`config.mk`:
```
export PLATFORM = sky130hd
export DESIGN_NAME = inst_queue
export DESIGN_NICKNAME = d
export VERILOG_FILES = /design/src/rtl/inst_queue.sv
export SDC_FILE = /design/constraint.sdc
export NUM_CORES = 1
export LEC_CHECK = 0
export CAP_MARGIN = 5
export CORE_MARGIN = 2
export CORE_UTILIZATION = 55
export DETAILED_ROUTE_END_ITERATION = 16
export PLACE_DENSITY = 0.82
export SETUP_SLACK_MARGIN = 0.4
export SLEW_MARGIN = 20
export SYNTH_ARGS = -nofsm -noshare
export SYNTH_HDL_FRONTEND = slang
export SYNTH_SLANG_ARGS = --single-unit
export TNS_END_PERCENT = 10
```
`constraint.sdc`:
```
create_clock -name clk -period 3 [get_ports clk]
set_input_delay 0.45 -clock clk [delete_from_list [all_inputs] [get_ports clk]]
set_output_delay 0.45 -clock clk [all_outputs]
set_load 0.05 [all_outputs]
```
`src/rtl/inst_queue.sv`:
```
// Instruction queue between fetch and decode: a circular buffer of {inst, pc}
// entries with registered dequeue outputs and a flush from the ROB.
module inst_queue #(
    parameter int DEPTH = 16,
    parameter int PTR_W = 4
) (
    input  logic        clk,
    input  logic        rst,
    input  logic        rdy,
    input  logic        IF_S,
    input  logic [31:0] IF_Inst,
    input  logic [31:0] IF_pc,
    output logic        IQ_full,
    input  logic        Dec_stall,
    output logic        Dec_S,
    output logic [31:0] Dec_Inst,
    output logic [31:0] Dec_pc,
    input  logic        ROB_Jump_S
);

    localparam logic [PTR_W:0] CNT_FULL   = (PTR_W + 1)'(DEPTH);
    localparam logic [PTR_W:0] CNT_ALMOST = (PTR_W + 1)'(DEPTH - 1);

    logic [63:0]      mem_q [DEPTH];
    logic [PTR_W-1:0] head_q, head_d;
    logic [PTR_W-1:0] tail_q, tail_d;
    logic [PTR_W:0]   count_q, count_d;
    logic             dec_s_q, dec_s_d;
    logic [31:0]      dec_inst_q, dec_inst_d;
    logic [31:0]      dec_pc_q, dec_pc_d;
    logic             push, pop;

    // A flush swallows any push or pop presented on the same edge.
    assign push = IF_S && (count_q != CNT_FULL) && !ROB_Jump_S;
    assign pop  = rdy && !Dec_stall && (count_q != '0) && !ROB_Jump_S;

    // One slot of margin because fetch's strobe is registered a cycle late.
    assign IQ_full  = (count_q >= CNT_ALMOST);
    assign Dec_S    = dec_s_q;
    assign Dec_Inst = dec_inst_q;
    assign Dec_pc   = dec_pc_q;

    always_comb begin
        head_d     = head_q;
        tail_d     = tail_q;
        count_d    = count_q;
        dec_s_d    = 1'b0;
        dec_inst_d = dec_inst_q;
        dec_pc_d   = dec_pc_q;
        if (ROB_Jump_S) begin
            head_d  = '0;
            tail_d  = '0;
            count_d = '0;
        end else begin
            if (push) begin
                tail_d = tail_q + PTR_W'(1);
            end
            if (pop) begin
                head_d                 = head_q + PTR_W'(1);
                dec_s_d                = 1'b1;
                {dec_inst_d, dec_pc_d} = mem_q[head_q];
            end
            case ({push, pop})
                2'b10:   count_d = count_q + (PTR_W + 1)'(1);
                2'b01:   count_d = count_q - (PTR_W + 1)'(1);
                default: count_d = count_q;
            endcase
        end
    end

    always_ff @(posedge clk or negedge rst) begin
        if (!rst) begin
            head_q     <= '0;
            tail_q     <= '0;
            count_q    <= '0;
            dec_s_q    <= 1'b0;
            dec_inst_q <= '0;
            dec_pc_q   <= '0;
        end else begin
            head_q     <= head_d;
            tail_q     <= tail_d;
            count_q    <= count_d;
            dec_s_q    <= dec_s_d;
            dec_inst_q <= dec_inst_d;
            dec_pc_q   <= dec_pc_d;
        end
    end

    // Entry storage is never cleared; pointers and count alone define validity.
    always_ff @(posedge clk) begin
        if (push) begin
            mem_q[tail_q] <= {IF_Inst, IF_pc};
        end
    end

endmodule

```
# After elaboration in Yosys (flattened, before gate mapping)
# Memories as Yosys holds them, arrays and structs flattened. A register that Yosys moved wholly into a read port is not among the register bits.
# Index checks and enable logic that the tools add are counted.
dict set report word_totals {
  ff_bits 14
  mem_bits_rw 1024
  input_bits 70
  word_cells 37
  memories 1
}
# name depth width rd rd_ports_with_merged_regs wr line_no
set mem_list {}
lappend mem_list {mem_q 16 64 1 1 1 24} ;# logic [63:0] mem_q [DEPTH];
dict set report classes {
  addsub 4
  magnitude_cmp 1
  n_eq_ne 3
  mux 10
  bitwise 1
  reduce_logical 13
}
# operator n
set op_table {}
lappend op_table {{$mux 4} 4}
lappend op_table {{$pmux 5 s2} 1}
lappend op_table {{$add 4x1->4 const B} 2}
lappend op_table {{$add 5x1->5 const B} 1}
lappend op_table {{$ge 5x4->1 const B} 1}
lappend op_table {{$logic_and 1x1->1} 5}
lappend op_table {{$mux 5} 1}
lappend op_table {{$ne 5x5->1 const B} 1}
lappend op_table {{$reduce_bool 5->1} 1}
lappend op_table {{$sub 5x1->5 const B} 1}
lappend op_table {{$mux 1} 4}
lappend op_table {{$reduce_bool 2->1} 2}
lappend op_table {{$logic_not 1->1} 3}
lappend op_table {{$reduce_bool 3->1} 1}
lappend op_table {{$eq 2x1->1 const B} 1}
lappend op_table {{$eq 2x2->1 const B} 1}
lappend op_table {{$reduce_and 2->1} 1}
lappend op_table {{$not 1->1} 1}

# Depth between registers and ports, before layout
dict set report logic_depth {
  word_depth 7
  ltp_mapped 11
}

# Worst setup path before layout
# No wires, ideal clock.
dict set report synth_timing {
  path_type {register -> register}
  from {register count_q[0]}
  to {memory mem_q[12][0] (enable)}
  setup_time_ps 429
  arrival_time_ps 2629
  required_ps 2571
  slack_ps -58
  path_stages_with_launch 5
  path_buffers 0
  period_less_slack_ps 3058
  cell_sequence {dfrtp_1 -> nor4_4 -> a21boi_2 -> and4b_1 -> and2_1}
}
dict set report synth_via {
  elab_chain_len 5
}
# item line_no
set synth_rtl {}
lappend synth_rtl {{start: declaration} 27} ;# logic [PTR_W:0] count_q, count_d;
lappend synth_rtl {{start signal: assignment} 82} ;# count_q <= count_d;
lappend synth_rtl {{$ne 5x5->1} 34} ;# assign push = IF_S && (count_q != CNT_FULL) && !ROB_Jump_S;
lappend synth_rtl {{$logic_and 1x1->1 (2 in a row)} 34}
lappend synth_rtl {{$mux 1} 91} ;# if (push) begin
lappend synth_rtl {{$mux 1 (implied by the code)} 92} ;# mem_q[tail_q] <= {IF_Inst, IF_pc};
lappend synth_rtl {{end: declaration} 24}
# No other way between the ends.

# Worst setup path after layout
dict set report layout_timing {
  from {register count_q[2]}
  to {register dec_inst_q[5], in the netlist Dec_Inst[5]}
}
dict set report layout_via {
  elab_chain_len 4
}
# item line_no
set layout_rtl {}
lappend layout_rtl {{$reduce_bool 5->1} 35} ;# assign pop = rdy && !Dec_stall && (count_q != '0) && !ROB_Jump_S;
lappend layout_rtl {{$logic_and 1x1->1 (2 in a row)} 35}
lappend layout_rtl {{$reduce_and 2->1 (no source line)} n/a}
lappend layout_rtl {{end signal: assignment} 84} ;# dec_inst_q <= dec_inst_d;
lappend layout_rtl {{end: declaration} 29} ;# logic [31:0] dec_inst_q, dec_inst_d;
# No other way between the ends.
# A chain may end at the register's enable or synchronous reset.

==> impl_metrics.tcl <==
set metrics [dict create \
    outcome "finished, final reports clean" \
    power_density_nw_per_um2 740.9 \
    slew_viol_final 0 \
    synth_edf_count 1024 \
    cts.path.max_buffers 3 \
    synth_area_um2 41470 \
    pre_cts_ws_ns 0.08630 \
    row_count 100 \
    avgSynthCellArea_um2 22.96 \
    cp-start-kind "flip-flop" \
    post_synth_num_cell_types 42 \
    area_growth_pct 16.87 \
    cts-root-buf "clkbuf_16" \
    final_core_util_pct 65.00 \
    synth_top_area_share_pct 74.15 \
    hp-class "input port to async pin" \
    postSynth.asyncResetShare_pct 7.078 \
    die_area_um2 77620 \
    synth_seq_area_share_pct 78.85 \
    clk_latency_ns 0.67 \
    die_h_um 278.6 \
    cts_buffers 101 \
    path_max_fanout 130 \
    antenna_found_initial 8 \
    layout.area.seq_um2 32720 \
    rsz0062_at_grt "yes" \
    clock_skew_ns 0.03014 \
    setup.worst_path.class "flip-flop to flip-flop" \
    htreeDepth 3 \
    core_area_um2 74570 \
    viasPerCell 6.704 \
    yosys.area.top_type "edfxtp_1" \
    dp_hpwl_um 50140 \
    gp_congestion 0.7574 \
    min_period_ns 2.523 \
    path_clk_slew_ns 0.06 \
    ys_warn_count 0 \
    cp.required_ns 3.48 \
    cap_violations 0 \
    cts_tree "done" \
    worstMarginPinSlew_ns 0.7562 \
    synth_top_flop_cell "edfxtp_1" \
    final_cells 3080 \
    initial_utilization_pct 55.61 \
    drtPass1Iterations 6 \
    drt_wl_total_um 101200 \
    netlist_top_cells_area "edfxtp_1 74%, mux4_2 14%, dfrtp_1 4.7%" \
    nets 2099 \
    syn_inst 1806 \
    power_w 0.03591 \
    multi_input_area_um2 8320 \
    first_iter_violations 2727 \
    grt_pass1_wl_um 149000 \
    route.vias.total 20650 \
    grt_usage_pct 26.54 \
    num-fill-cells 4447 \
    irDropWorstVdd_mv 0.4484 \
    cp-end-kind "flip-flop" \
    port-buffer-count 135 \
    grt_pass1_vias 22110 \
    grt_max_degree 131 \
    synth_seq_cells 1102 \
    drive_above_1_share_pct 27.81 \
    drc 0 \
    finalSetupViolations 0 \
    yosysMostFrequentCell "edfxtp_1" \
    synthTopCellsByCount "1,024 x edfxtp_1, 256 x mux4_2, 128 x o22ai_1" \
    power.leakage_nw 15.06 \
    numClockSinks 1102 \
    pin_count 136 \
    ant_nets 0 \
    dp.cells 2883 \
    hold_viol 0 \
    grt_overflow 0 \
    fin_crit_sh_pct 84.10 \
    routedWlPerCell_um 32.85 \
    crit_arrival_ns 3.01 \
    syn-num-nets 1885 \
    die_w_um 278.6 \
    relSlewSlack_pct 49.59 \
    fin_ws_ns 0.4770 \
    max_freq_ghz 0.3964 \
]
-- final cells by class --
class | count | area share (%)
Sequential cell | 1102 | 67.50
Inverter | 6 | 0.04647
Antenna cell | 4 | 0.02065
Tap cell | 969 | 2.501
Timing Repair Buffer | 212 | 5.491
Clock buffer | 132 | 5.664
Clock inverter | 58 | 1.611
Multi-Input combinational cell | 597 | 17.17
-- power by group --
part	switching [W]	internal, W
Sequential	0.000561	0.0174
Clock	0.00569	0.00795
Combinational	0.00283	0.00150
Total	0.00908	0.0268
-- timing repair --
item                       CTS  global route
gates cloned                 0             0
hold buffers                 1             0
gates resized for setup      1            10
setup endpoints to repair    2            25
hold endpoints to repair    78             0
setup buffers                1             1
pin swaps                    1             1
-- sequential cells by signal, indices dropped and copies added (netlist names) --
signal / cells
mem_q: 1024
Dec_Inst: 32
Dec_pc: 32
count_q: 5
head_q: 4
tail_q: 4
Dec_S: 1
-- per-layer routing --
metal / track usage [%] / vias to the layer above / part of all wire (%)
met5: 0 / - / 0.047
met3: 5.129 / 275 / 9.7
met2: 44.33 / 1381 / 51
li1: - / 8129 / -
met4: 11.19 / 8 / 3.9
met1: 34.59 / 10850 / 35
-- worst max-delay path, cell delays in order, from the launching register on --
cell      delay (ns)
dfrtp_1         0.45
nor4_4          0.07
buf_4           0.15
a211oi_4        0.34
buf_16          0.51
nand2_4         0.14
buf_12          0.23
o22ai_1         0.21
a21oi_1         0.08
-- metrics by stage --
step	hold WS (ns)	setup TNS (ns)	area, um2
2_1_floorplan	0.1544	-20.33	41470
6_report	0.4259	0	48470
3_5_place_dp	0.5666	0	44880
4_1_cts	0.4152	0	48420
3_3_place_gp	0.5573	0	44880
5_1_grt	0.4569	0	48470
-- cell families after synthesis --
kind of cell / count (synthesis) / synth area share (%)
AO/OA/AOI/OAI: 205 / 2.942
AND/OR/NAND/NOR: 52 / 0.7151
flip-flops: 1102 / 78.85
buffers and inverters: 107 / 1.303
multiplexers: 322 / 15.69
adder cells (fa/ha/maj): 9 / 0.2896
XOR/XNOR: 9 / 0.2082
-- worst paths after layout --
path,startpoint,end,slack [ns],cells past startpoint
setup / recovery,count_q[2],Dec_Inst[5],0.48,8
max in group asynchronous,rst,head_q[2],2.02,3
hold / removal,rst,Dec_pc[29],0.43,3
setup reg to reg,count_q[2],Dec_Inst[5],0.48,8
min in group clk,Dec_Inst[14],Dec_Inst[14],0.59,2
hold reg to reg,Dec_Inst[14],Dec_Inst[14],0.59,2
-- layout by cell type (no fill, tap or decap), types with 3 or more instances in the layout --
master / instances
edfxtp_1: 1024
mux4_2: 256
clkdlybuf4s50_1: 133
o22ai_1: 128
clkbuf_16: 102
dfrtp_1: 72
a21oi_1: 68
mux2_2: 64
buf_12: 57
clkbuf_1: 22
buf_4: 19
bufinv_16: 17
clkinv_2: 16
clkinv_1: 14
and2_4: 12
nor2_1: 10
ha_1: 8
clkbuf_8: 8
nand2_1: 7
clkinvlp_4: 5
diode_2: 4
xor2_1: 4
xnor2_1: 4
inv_1: 4
and3_4: 4
nor3_1: 3
dfrtp_2: 3
dfrtp_4: 3
No activity file was read; power rests on OpenSTA's default activity.
